File: config.mk
export PLATFORM = sky130hd
export DESIGN_NAME = i2s_rx
export DESIGN_NICKNAME = d
export VERILOG_FILES = /design/src/rtl/i2s_rx.sv
export SDC_FILE = /design/constraint.sdc
export NUM_CORES = 1
export LEC_CHECK = 0
export BUFFER_PORTS_ARGS = -buffer_cell sky130_fd_sc_hd__buf_4
export CORE_MARGIN = 3
export CORE_UTILIZATION = 35
export CTS_BUF_LIST = sky130_fd_sc_hd__clkbuf_16
export DETAILED_ROUTE_END_ITERATION = 8
export SETUP_SLACK_MARGIN = 0.15
export SLEW_MARGIN = 40
export SYNTH_ARGS = -nofsm -noshare
export SYNTH_HDL_FRONTEND = slang
export SYNTH_SLANG_ARGS = --single-unit
export TNS_END_PERCENT = 1
File: constraint.sdc
create_clock -name clk -period 4.1 [get_ports clk]
set_input_delay 0.82 -clock clk [delete_from_list [all_inputs] [get_ports clk]]
set_output_delay 0.82 -clock clk [all_outputs]
set_load 0.01 [all_outputs]
File: src/rtl/i2s_rx.sv
// I2S stereo receiver: deserialises bit_clk/frame_clk/data (sampled in clk) into left/right samples.
// Optional macro I2S_RX_SYNC_EN inserts a metastability flop ahead of the r1 input stage.
module i2s_rx #(
    parameter int MAX_WORD = 16
) (
    input  logic                clk,
    input  logic                reset,
    input  logic [7:0]          word_length,
    input  logic                bit_clk,
    input  logic                frame_clk,
    input  logic                data,
    output logic [MAX_WORD-1:0] received_left,
    output logic [MAX_WORD-1:0] received_right,
    output logic                valid,
    output logic                frame_error
);
    localparam int CW = $clog2(MAX_WORD + 1);

    typedef enum logic [1:0] {
        IDLE  = 2'd0,
        LEFT  = 2'd1,
        RIGHT = 2'd2,
        RDONE = 2'd3
    } state_t;

    state_t              state_r;
    state_t              state_next_s;
    logic [2:0]          stage_in_s;
    logic                bclk_r1;
    logic                ws_r1;
    logic                data_r1;
    logic                bclk_r2;
    logic                prev_ws_r;
    logic                rise_s;
    logic                ws_change_s;
    logic [CW-1:0]       new_len_s;
    logic [CW-1:0]       len_r;
    logic [CW-1:0]       count_r;
    logic                count_lt_len_s;
    logic [MAX_WORD-1:0] shreg_r;
    logic [MAX_WORD-1:0] shadow_r;
    logic [MAX_WORD-1:0] cap_val_s;
    logic [MAX_WORD-1:0] left_out_r;
    logic [MAX_WORD-1:0] right_out_r;
    logic                valid_r;
    logic                frame_error_r;
    logic                start_slot_s;
    logic                shift_s;
    logic                left_end_s;
    logic                left_err_s;
    logic                right_err_s;
    logic                done_shift_s;
    logic                done_empty_s;

`ifdef I2S_RX_SYNC_EN
    logic [2:0] meta_r;

    // Metastability flop on the raw asynchronous I2S inputs
    always_ff @(posedge clk) begin
        if (reset) begin
            meta_r <= 3'b000;
        end else begin
            meta_r <= {bit_clk, frame_clk, data};
        end
    end

    assign stage_in_s = meta_r;
`else
    assign stage_in_s = {bit_clk, frame_clk, data};
`endif

    // Input staging (r1/r2) and frame_clk value remembered at the last bit_clk rise
    always_ff @(posedge clk) begin
        if (reset) begin
            bclk_r1   <= 1'b0;
            ws_r1     <= 1'b0;
            data_r1   <= 1'b0;
            bclk_r2   <= 1'b0;
            prev_ws_r <= 1'b0;
        end else begin
            {bclk_r1, ws_r1, data_r1} <= stage_in_s;
            bclk_r2                   <= bclk_r1;
            if (rise_s) begin
                prev_ws_r <= ws_r1;
            end
        end
    end

    assign rise_s         = bclk_r1 & ~bclk_r2;
    assign ws_change_s    = rise_s & (ws_r1 != prev_ws_r);
    assign new_len_s      = (word_length > 8'(MAX_WORD)) ? CW'(MAX_WORD) : word_length[CW-1:0];
    assign count_lt_len_s = (count_r < len_r);
    assign cap_val_s      = {shreg_r[MAX_WORD-2:0], data_r1};

    // FSM state register
    always_ff @(posedge clk) begin
        if (reset) begin
            state_r <= IDLE;
        end else begin
            state_r <= state_next_s;
        end
    end

    // Next-state and slot control strobes; a frame_clk change edge is the delay slot
    always_comb begin
        state_next_s = state_r;
        start_slot_s = 1'b0;
        shift_s      = 1'b0;
        left_end_s   = 1'b0;
        left_err_s   = 1'b0;
        right_err_s  = 1'b0;
        done_shift_s = 1'b0;
        done_empty_s = 1'b0;
        case (state_r)
            IDLE: begin
                if (ws_change_s && !ws_r1) begin
                    start_slot_s = 1'b1;
                    state_next_s = LEFT;
                end else begin
                    state_next_s = IDLE;
                end
            end
            LEFT: begin
                if (ws_change_s) begin
                    left_end_s   = 1'b1;
                    left_err_s   = count_lt_len_s;
                    start_slot_s = 1'b1;
                    if (new_len_s == CW'(0)) begin
                        done_empty_s = 1'b1;
                        state_next_s = RDONE;
                    end else begin
                        state_next_s = RIGHT;
                    end
                end else if (rise_s && count_lt_len_s) begin
                    shift_s = 1'b1;
                end else begin
                    shift_s = 1'b0;
                end
            end
            RIGHT: begin
                if (ws_change_s) begin
                    right_err_s  = count_lt_len_s;
                    start_slot_s = 1'b1;
                    state_next_s = LEFT;
                end else if (rise_s && count_lt_len_s) begin
                    shift_s = 1'b1;
                    if ((count_r + CW'(1)) == len_r) begin
                        done_shift_s = 1'b1;
                        state_next_s = RDONE;
                    end else begin
                        state_next_s = RIGHT;
                    end
                end else begin
                    shift_s = 1'b0;
                end
            end
            RDONE: begin
                if (ws_change_s) begin
                    start_slot_s = 1'b1;
                    state_next_s = LEFT;
                end else begin
                    state_next_s = RDONE;
                end
            end
            default: begin
                state_next_s = IDLE;
            end
        endcase
    end

    // Shift register, bit count, left shadow and registered outputs
    always_ff @(posedge clk) begin
        if (reset) begin
            shreg_r       <= '0;
            shadow_r      <= '0;
            count_r       <= '0;
            len_r         <= '0;
            left_out_r    <= '0;
            right_out_r   <= '0;
            valid_r       <= 1'b0;
            frame_error_r <= 1'b0;
        end else begin
            valid_r       <= done_shift_s | done_empty_s;
            frame_error_r <= left_err_s | right_err_s;
            if (start_slot_s) begin
                shreg_r <= '0;
                count_r <= '0;
                len_r   <= new_len_s;
            end else if (shift_s) begin
                shreg_r <= cap_val_s;
                count_r <= count_r + CW'(1);
            end
            if (left_end_s) begin
                shadow_r <= shreg_r;
            end
            // A zero-length right slot completes at its delay edge, before the shadow is visible
            if (done_shift_s) begin
                left_out_r  <= shadow_r;
                right_out_r <= cap_val_s;
            end else if (done_empty_s) begin
                left_out_r  <= shreg_r;
                right_out_r <= '0;
            end
        end
    end

    assign received_left  = left_out_r;
    assign received_right = right_out_r;
    assign valid          = valid_r;
    assign frame_error    = frame_error_r;

endmodule

==> results of run 1 <==
==> power by group through the flow <==
stage               registers (µW)  clock network, µW  logic [µW]
finish                         814                712        66.0
global route                   815                767        72.8
CTS                            814                729        66.0
detailed placement             832                  0        65.9
global placement               832                  0        64.4
floorplan                      831                  0        43.8
==> synthesized netlist by cell type, types with 4 or more instances <==
master and number:
o211ai_1 17, nor2b_1 6, inv_1 8, a21oi_1 75, xnor2_1 5, ha_1 11
nor2_1 8, mux2_2 6, o21ai_1 16, a22o_1 4, dfxtp_1 83, clkbuf_1 28
nand2_1 59, mux2_1 10, nand3_1 54
==> logic make-up after synthesis <==
group                    Yosys count
AND/OR/NAND/NOR                  146
AO/OA/AOI/OAI                    126
buffers and inverters             40
multiplexers                      16
adder cells (fa/ha/maj)           11
XOR/XNOR                           8
flip-flops                        83
==> metal layers <==
metal	GRT usage (%)	up-vias	wire (µm)
met2	25.71	60	4271
li1	-	1600	-
met3	3.284	10	344
met5	0	-	0
met1	23.09	1479	4618
met4	6.222	0	134
==> layout make-up <==
type,count,share of cell area (%)
multi-input cells,307,41.90
inverters,8,0.6916
flip-flops and latches,83,38.27
clock buffers,9,5.187
repair buffers,54,9.337
clock inverters,6,0.7781
well taps,133,3.833
==> flip-flops by register name, indices dropped and copies added, names as in the netlist <==
signal	flops
received_right	16
count_r	5
state_r	2
received_left	16
valid	1
frame_error	1
shreg_r	16
bclk_r1	1
len_r	5
prev_ws_r	1
data_r1	1
shadow_r	16
bclk_r2	1
ws_r1	1
==> cells in the final DEF (no fill, tap or decap), types with 2 or more instances in the layout <==
cell type / count
or3_1: 3
nand3b_1: 2
a21oi_1: 75
clkinv_2: 5
o21ai_1: 16
buf_4: 54
nor2b_1: 6
o21ai_0: 3
a21o_1: 2
a22o_1: 4
dfxtp_1: 83
nor3_1: 3
xor2_1: 3
inv_1: 8
xnor2_1: 5
nand3_1: 54
nor2_1: 8
and3_1: 2
o211ai_1: 17
nand2_1: 59
mux2_2: 6
mux2_1: 10
nor3b_1: 2
clkbuf_16: 9
a221oi_1: 2
ha_1: 11
==> critical path, cell delays in order <==
cell and delay [ps]:
buf_4 110, or4_1 620, nor4_4 180, buf_4 320, mux2_2 370, o21ai_1 70
a21oi_1 80
==> worst max-delay path by stage <==
stage | end | slack (ps)
3_3_place_gp | received_left[0] | 1440
4_1_cts | received_right[5] | 1730
6_report | received_left[3] | 1710
2_1_floorplan | received_left[15] | 1520
3_5_place_dp | received_left[0] | 1400
5_1_grt | received_left[5] | 1470
==> stage by stage <==
step / instance area, µm² / setup slack (ps)
floorplan: 3641 / 1519
global placement: 4083 / 1438
detailed placement: 4083 / 1395
CTS: 4342 / 1730
global route: 4342 / 1467
finish: 4342 / 1712
==> out/results.ini, run 1 <==
[cts]
clk_pin_slew_ps = 60
clock_path_buffers = 2
clock-root-buffer = clkbuf_16
cts_tree = built
cts_setup_buffers = 0
ctsHoldBuffers = 0
cts_max_level = 3
cts_made_buffers = 9
clk_latency_ps = 330
cts-resized-gates = 0
clock-sinks = 83

[global_routing]
grt_pass1_wl_mm = 15.48
grt_max_degree = 62
antenna_found_initial = 0
grt_pass1_vias = 3017
grt_overflow = 0
gr-usage-all-layers_pct = 16.66

[synthesis]
synth_compound_area_share_pct = 20.00
synth_top_area_share_pct = 45.64
ys_seq_area_share_pct = 45.64
synthesis.area_um2 = 3641
synth_xor_area_share_pct = 1.924
synth_fa_ha_area_share_pct = 3.780
ys_ff_latch = 83
synth_top_family_by_area = compound AO/OA/AOI/OAI gates
async_flop_share_pct = 0
synth-edff-count = 0
ys_dominant_reg_cell = dfxtp_1
yosysTopAreaCell = dfxtp_1
muxShareOfSynthArea_pct = 4.948
avgSynthCellArea_um2 = 8.467
synthDistinctLibCells = 41
syn_inst = 430
synth_area_leaders = dfxtp_1 46%, a21oi_1 10%, nand3_1 7.4%
synth_simple_gate_area_share_pct = 19.31
yosys_warnings = 0
synth_nets = 454

[die]
die_x_um = 108.0
core_um2 = 9955
rows = 36
initial_core_util_pct = 36.58
die_h_um = 108.0
die_area_um2 = 11660
io_pins = 47

[timing]
period_needed_ps = 2388
hold_violations = 0
fmax_mhz = 418.8
max_slew.worst_pin.slew_ps = 840.0
maxSlewViolCount = 0
fin_skew_ps = 5.655
relSlewSlack_pct = 44.00
setup_viol = 0
grt_setup_unrepaired = false
fin_tns_setup_ps = 0
post-route-period-util_pct = 58.23
hold_ws_ps = 455.3

[pwr]
pwr-share-seq_pct = 51.1
ir_drop_uv = 160.1
power.total_uw = 1593
power_switching_share_pct = 22.55
combPwrFrac_pct = 4.1
leakage_uw = 0.001563
p_switching_uw = 359.1
p_per_area_nw_per_um2 = 366.8
power.share.clock_pct = 44.7
power.internal_uw = 1234

[cells_and_area]
multiInputGateArea_um2 = 1819
instances_no_fill = 600
seqCellArea_um2 = 1662
drive_above_1_share_pct = 17.13
final_nets = 487
nFillCells = 946
fin_util_pct = 43.61
antenna_cells = 0
area_delta_synth_final_pct = 19.24

[setup_path]
critPathLaunch = word_length[0]
required_ps = 4280
rrSetupSlack_ps = 1720
startpoint_type = input port
r2r_start = count_r[1]
crit_path_max_fanout = 17
ff2ff_path_depth = 6
r2r-end = received_right[2]
end_kind = flop
path_class = input port to flop
arrival_ps = 2570

[placement]
gp_congestion = 0.7819
io_buffers = 46
hpwl_mm = 5.780
dpl.cell_count = 585

[flow_run]
drv_cap = 0

[min_path]
min_delay_path_depth = 2
min_to = shadow_r[13]
hp-class = flop to flop
worstHoldStart = shadow_r[13]

[drt]
vias = 3149
firstDrtPassIters = 5
drt_first_iter_violations = 217
drtAntennaViolNets = 0
wl_mm = 9.369
avgViaCountPerCell = 5.248
drc = 0
routedWlPerCell_um = 15.62

[run_status]
status = finished clean

Power figures use the tool's default switching activity.
==> inputs of run 2 (changes only) <==
Settings changed: ABC_AREA set to 1.
Clock period 4.1 ns to 2.2 ns, I/O delays scaled along.
==> out/results.ini, run 2 <==
[run_status]
status = finished clean

[cells_and_area]
area_delta_synth_final_pct = 28.87
antenna_cells = 0  ; unchanged
fin_util_pct = 46.53  ; +2.9 points
drive_above_1_share_pct = 24.59  ; +7.5 points
instances_no_fill = 685  ; +14%
final_nets = 568  ; +17%
layout_commonest_cell = dfxtp_1
nFillCells = 1026  ; +8.5%
layout_common_cells = 74 x dfxtp_1, 68 x nand2_1, 62 x buf_4

[timing]
hold_violations = 0  ; unchanged
fin_skew_ps = 6.188  ; +0.5327 ps
max_slew.worst_pin.slew_ps = 581.5  ; -258.5 ps
relSlewSlack_pct = 61.19  ; +17 points
final.setup.worst_slack_ps = 165.0  ; -1547 ps
fin_tns_setup_ps = 0  ; unchanged
maxSlewViolCount = 0  ; unchanged
post-route-period-util_pct = 92.50
period_needed_ps = 2035
setup_viol = 0  ; unchanged
fmax_mhz = 491.4
grt_setup_unrepaired = true

[synthesis]
syn_inst = 498  ; +16%
synth_most_common_cell = dfxtp_1
avgSynthCellArea_um2 = 7.485  ; -12%
synth_top_area_share_pct = 44.58  ; -1.1 points
async_flop_share_pct = 0  ; unchanged
synth_top_cells_by_count = 83 x dfxtp_1, 76 x nand2_1, 64 x a21oi_1
ys_dominant_reg_cell = dfxtp_1
yosys_warnings = 0  ; unchanged
ys_ff_latch = 83  ; unchanged
synth_nets = 522  ; +15%
synthDistinctLibCells = 29  ; -29%
synthesis.area_um2 = 3727  ; +2.4%
synth-edff-count = 0  ; unchanged
synth_area_leaders = dfxtp_1 45%, a21oi_1 8.6%, nand2_1 7.7%
yosysTopAreaCell = dfxtp_1
ys_seq_area_share_pct = 44.58  ; -1.1 points

[placement]
dpl.cell_count = 659  ; +13%
hpwl_mm = 5.930  ; +2.6%
io_buffers = 46  ; unchanged
gp_congestion = 0.8270  ; +5.8%
pre_cts_ws_ps = 230.1  ; -1165 ps

[cts]
cts_max_level = 3  ; unchanged
cts_made_buffers = 9  ; unchanged
clock-sinks = 83  ; unchanged
cts_tree = built
clk_pin_slew_ps = 60  ; about the same
clock_path_buffers = 2  ; unchanged
clock-root-buffer = clkbuf_16
ctsHoldBuffers = 0  ; unchanged
clk_latency_ps = 330  ; about the same

[drt]
vias = 3469  ; +10%
drc = 0  ; unchanged
drt_first_iter_violations = 197  ; -9.2%
drtAntennaViolNets = 0  ; unchanged
avgViaCountPerCell = 5.064  ; -3.5%
wl_mm = 9.866  ; +5.3%
firstDrtPassIters = 5  ; unchanged
routedWlPerCell_um = 14.40  ; -7.8%

[setup_path]
startpoint_type = flop
slowest_delay_ps = 370  ; -250 ps
path_cells = ha_4 -> inv_1 -> nand2_1 -> nand2_1 -> nor2_1 -> nand3_1 -> nor2_2 -> nand4_4 -> clkbuf_16 -> nand2_2 -> nand2_2 -> a21oi_1
path_class = flop to flop
arrival_ps = 2300  ; -270 ps
slowest_stage = dfxtp_4
end_kind = flop
required_ps = 2460  ; -1820 ps
crit_path_max_fanout = 6  ; -11

[die]
die_area_um2 = 11920  ; +2.2%
rows = 37  ; +2.8%
die_h_um = 109.2  ; +1.1%
core_um2 = 10320  ; +3.7%
die_x_um = 109.2  ; +1.1%
io_pins = 47  ; unchanged
initial_core_util_pct = 36.10  ; -0.47 points

[flow_run]
drv_cap = 0  ; unchanged

[min_path]
hp-class = input port to flop

[global_routing]
antenna_found_initial = 0  ; unchanged
grt_overflow = 0  ; unchanged
use_met3_pct = 4.322  ; +1.0 points
grt_max_degree = 50  ; -19%
gr-max-usage-layer = met2
use_met2_pct = 24.30  ; -1.4 points
use_met1_pct = 21.64  ; -1.5 points
grt_pass1_vias = 2971  ; -1.5%
gr-usage-all-layers_pct = 15.62  ; -1.0 points
grt_pass1_wl_mm = 14.88  ; -3.8%

[pwr]
p_per_area_nw_per_um2 = 708.5  ; +93%
ir_drop_uv = 476.9  ; +200%
leakage_uw = 0.001900  ; +22%

==> run 2: changes by cell type in the layout (fill, tap and decap cells not counted), moves of 17 or more <==
cell and change:
nand4_1 +36, a21oi_1 -18, nor2_1 +27, inv_1 +34
o21ai_0 +39, o211ai_1 -17
==> run 2: critical path: cells and delay by family (launching register included) <==
| family | cells | cell delay (ps) |
|---|---|---|
| compound gates | 1 | 130 |
| fa+ha+maj | 1 | 260 |
| buf+inv | 2 | 300 |
| flops | 1 | 370 |
| simple gates | 8 | 920 |
==> run 2: routing by layer <==
layer | share of wire (%) | vias to the layer above
met4 | 0.74 | 0
met3 | 4.7 | 7
li1 | - | 1774
met2 | 48 | 83
met5 | 0 | -
met1 | 47 | 1605
==> run 2: logic make-up (layout without fill, tap and decap cells) <==
kind of cell             after synthesis  in the layout  share of synthesized area [%]
adder cells (fa/ha/maj)               11             11                          3.692
flip-flops                            83             83                          44.58
AO/OA/AOI/OAI                        112            112                          15.37
AND/OR/NAND/NOR                      206            206                          26.25
buffers and inverters                 85            136                          9.869
XOR/XNOR                               1              1                         0.2350
==> run 2: stage by stage <==
step	hold slack, ps	cell area [µm²]	power, µW
floorplan	429.9	3727	1780
global placement	438.2	4189	1852
detailed placement	445.4	4189	1860
CTS	296.7	4491	3386
global route	311.0	4803	3535
finish	304.8	4803	3403
==> run 2: worst paths after layout <==
check               startpoint                to  slack, ps  cells past startpoint
setup / recovery    count_r[1]  received_left[4]        170                     12
hold reg to reg   shadow_r[14]      shadow_r[14]        450                      2
setup reg to reg    count_r[1]  received_left[4]        170                     12
hold / removal            data           data_r1        300                      3
==> run 2: where the power goes <==
group	total, µW	switching, µW	internal, µW
combinational	297	179	118
clock	1530	645	890
sequential	1570	32.4	1540
==> run 2: area by class of cell <==
class / count / area, µm² / share of cell area, %
inverters: 51 / 195.2 / 4.064
clock buffers: 9 / 225.2 / 4.689
clock inverters: 7 / 76.32 / 1.589
flip-flops and latches: 83 / 1680 / 34.98
well taps: 136 / 170.2 / 3.543
repair buffers: 69 / 603.1 / 12.56
multi-input cells: 330 / 1853 / 38.58
==> run 2: timing repair <==
item | 4_1_cts | 5_1_grt
gates resized for setup | 0 | 48
buffers inserted | 0 | 5
setup endpoints to repair | 0 | 40
==> inputs of run 3 (changes only) <==
Settings changed: ABC_CLOCK_PERIOD_IN_PS set to 2200, PLACE_DENSITY set to 0.65.
==> out/results.ini, run 3 (synthesized netlist as in run 2, its figures left out) <==
[min_path]
min_delay_path_depth = 3  ; unchanged
worstHoldStart = frame_clk
min_to = ws_r1
hp-class = input port to flop

[global_routing]
antenna_found_initial = 0  ; unchanged
grt_max_degree = 50  ; unchanged
grt_overflow = 0  ; unchanged
grt_pass1_vias = 3188  ; +7.3%
grt_pass1_wl_mm = 14.52  ; -2.4%
gr-usage-all-layers_pct = 15.18  ; -0.44 points

[placement]
io_buffers = 46  ; unchanged
gp_congestion = 0.8354  ; +1.0%
place_area_um2 = 4182  ; -0.18%
hpwl_mm = 5.854  ; -1.3%

[setup_path]
required_ps = 2460  ; about the same
end_kind = flop
r2r-end = received_left[5]
rrSetupSlack_ps = 170  ; about the same
arrival_ps = 2290  ; about the same
crit_path_max_fanout = 49  ; +43
ff2ff_path_depth = 12  ; unchanged
startpoint_type = flop
r2r_start = count_r[0]
path_class = flop to flop

[cts]
clock-sinks = 83  ; unchanged
cts_made_buffers = 9  ; unchanged
clk_latency_ps = 330  ; about the same
cts_tree = built
cts_max_level = 3  ; unchanged
clock-root-buffer = clkbuf_16
clock_path_buffers = 2  ; unchanged
clk_pin_slew_ps = 60  ; about the same

[timing]
fmax_mhz = 492.2  ; +0.17%
fin_tns_setup_ps = 0  ; unchanged
max_slew.worst_pin.slew_ps = 571.3  ; -10.22 ps
period_needed_ps = 2032  ; -3.387 ps
post-route-period-util_pct = 92.34  ; -0.15 points
grt_setup_unrepaired = true
maxSlewViolCount = 0  ; unchanged
hold_ws_ps = 310.9  ; +6.049 ps
setup_viol = 0  ; unchanged
hold_violations = 0  ; unchanged
fin_skew_ps = 8.903  ; +2.715 ps
relSlewSlack_pct = 61.86  ; +0.67 points

[die]
rows = 37  ; unchanged
die_x_um = 109.2  ; unchanged
die_area_um2 = 11920  ; unchanged
core_um2 = 10320  ; unchanged
initial_core_util_pct = 36.10  ; unchanged
io_pins = 47  ; unchanged
die_h_um = 109.2  ; unchanged

[pwr]
power.total_uw = 3409  ; +0.16%
p_per_area_nw_per_um2 = 756.6  ; +6.8%
ir_drop_uv = 436.9  ; -8.4%
leakage_uw = 0.001824  ; -4.0%

[drt]
routedWlPerCell_um = 13.02  ; -9.6%
vias = 3421  ; -1.4%
avgViaCountPerCell = 5.076  ; +0.23%
drtAntennaViolNets = 0  ; unchanged
firstDrtPassIters = 5  ; unchanged
wl_mm = 8.776  ; -11%
drt_first_iter_violations = 233  ; +18%
drc = 0  ; unchanged

[cells_and_area]
final_nets = 557  ; -1.9%
nFillCells = 1038  ; +1.2%
drive_above_1_share_pct = 15.61  ; -9.0 points
fin_util_pct = 43.64  ; -2.9 points
fin_area_um2 = 4506  ; -6.2%
antenna_cells = 0  ; unchanged
layout_commonest_cell = dfxtp_1
area_delta_synth_final_pct = 20.88
layout_common_cells = 83 x dfxtp_1, 76 x nand2_1, 64 x a21oi_1

[run_status]
status = finished clean

[flow_run]
drv_cap = 0  ; unchanged

==> run 3: changes by cell type in the layout (fill, tap and decap cells not counted), moves of 7 or more <==
cell     previous run  this run
nand2_2             9         2
dfxtp_1            74        83
ha_4                7         0
a21oi_1            57        64
ha_1                4        11
nand2_1            68        76
a21oi_2             8         1
buf_4              62        55
inv_1              42        50
==> run 3: worst max path at each step <==
stage	endpoint	start	cells past startpoint
finish	received_left[5]	count_r[0]	12
global route	received_left[12]	count_r[0]	12
CTS	received_left[5]	count_r[0]	12
detailed placement	received_left[5]	len_r[4]	9
global placement	received_left[5]	len_r[4]	9
floorplan	received_right[15]	len_r[4]	12
==> run 3: layout make-up <==
type / instances / area, µm² / area share [%]
well taps: 136 / 170.2 / 3.777
clock buffers: 9 / 225.2 / 4.999
flip-flops and latches: 83 / 1662 / 36.88
inverters: 51 / 193.9 / 4.304
multi-input cells: 330 / 1698 / 37.68
clock inverters: 7 / 92.59 / 2.055
repair buffers: 58 / 464.2 / 10.30
==> run 3: metal layers <==
metal,global-route usage (%),part of all wire (%),vias up
li1,-,-,1755
met1,19.89,47,1574
met2,24.39,47,81
met3,3.375,4.7,11
met4,5.788,1.3,0
met5,0,0,-
==> run 3: timing repair <==
item | 4_1_cts | 5_1_grt
buffers inserted | 0 | 0
hold buffers | 0 | 0
gates resized for setup | 0 | 3
gates cloned | 0 | 0
pin swaps | 0 | 0
endpoints found under the setup margin | 1 | 53
==> run 3: metrics by stage <==
| step | std cells | worst slack [ps] |
|---|---|---|
| finish | 674 | 168.4 |
| global route | 674 | 15.16 |
| CTS | 674 | 142.8 |
| detailed placement | 658 | 152.2 |
| global placement | 658 | 188.9 |
| floorplan | 498 | 385.9 |
==> run 3: power breakdown <==
group          leakage [µW]  internal, µW  switching (µW)  total [µW]
Sequential         0.000670          1540            26.6        1560
Combinational      0.000996          96.1             161         257
Clock              0.000159           992             596        1590
==> run 3: critical path, cell delays in order (launching register included) <==
cell,delay [ps]
dfxtp_1,380
inv_1,100
ha_1,280
nor2_1,170
nand2_1,70
nor2_1,100
nand3_1,90
nor2_2,130
nand4_2,140
buf_12,210
nand2_1,80
nand2_1,70
a21oi_1,130
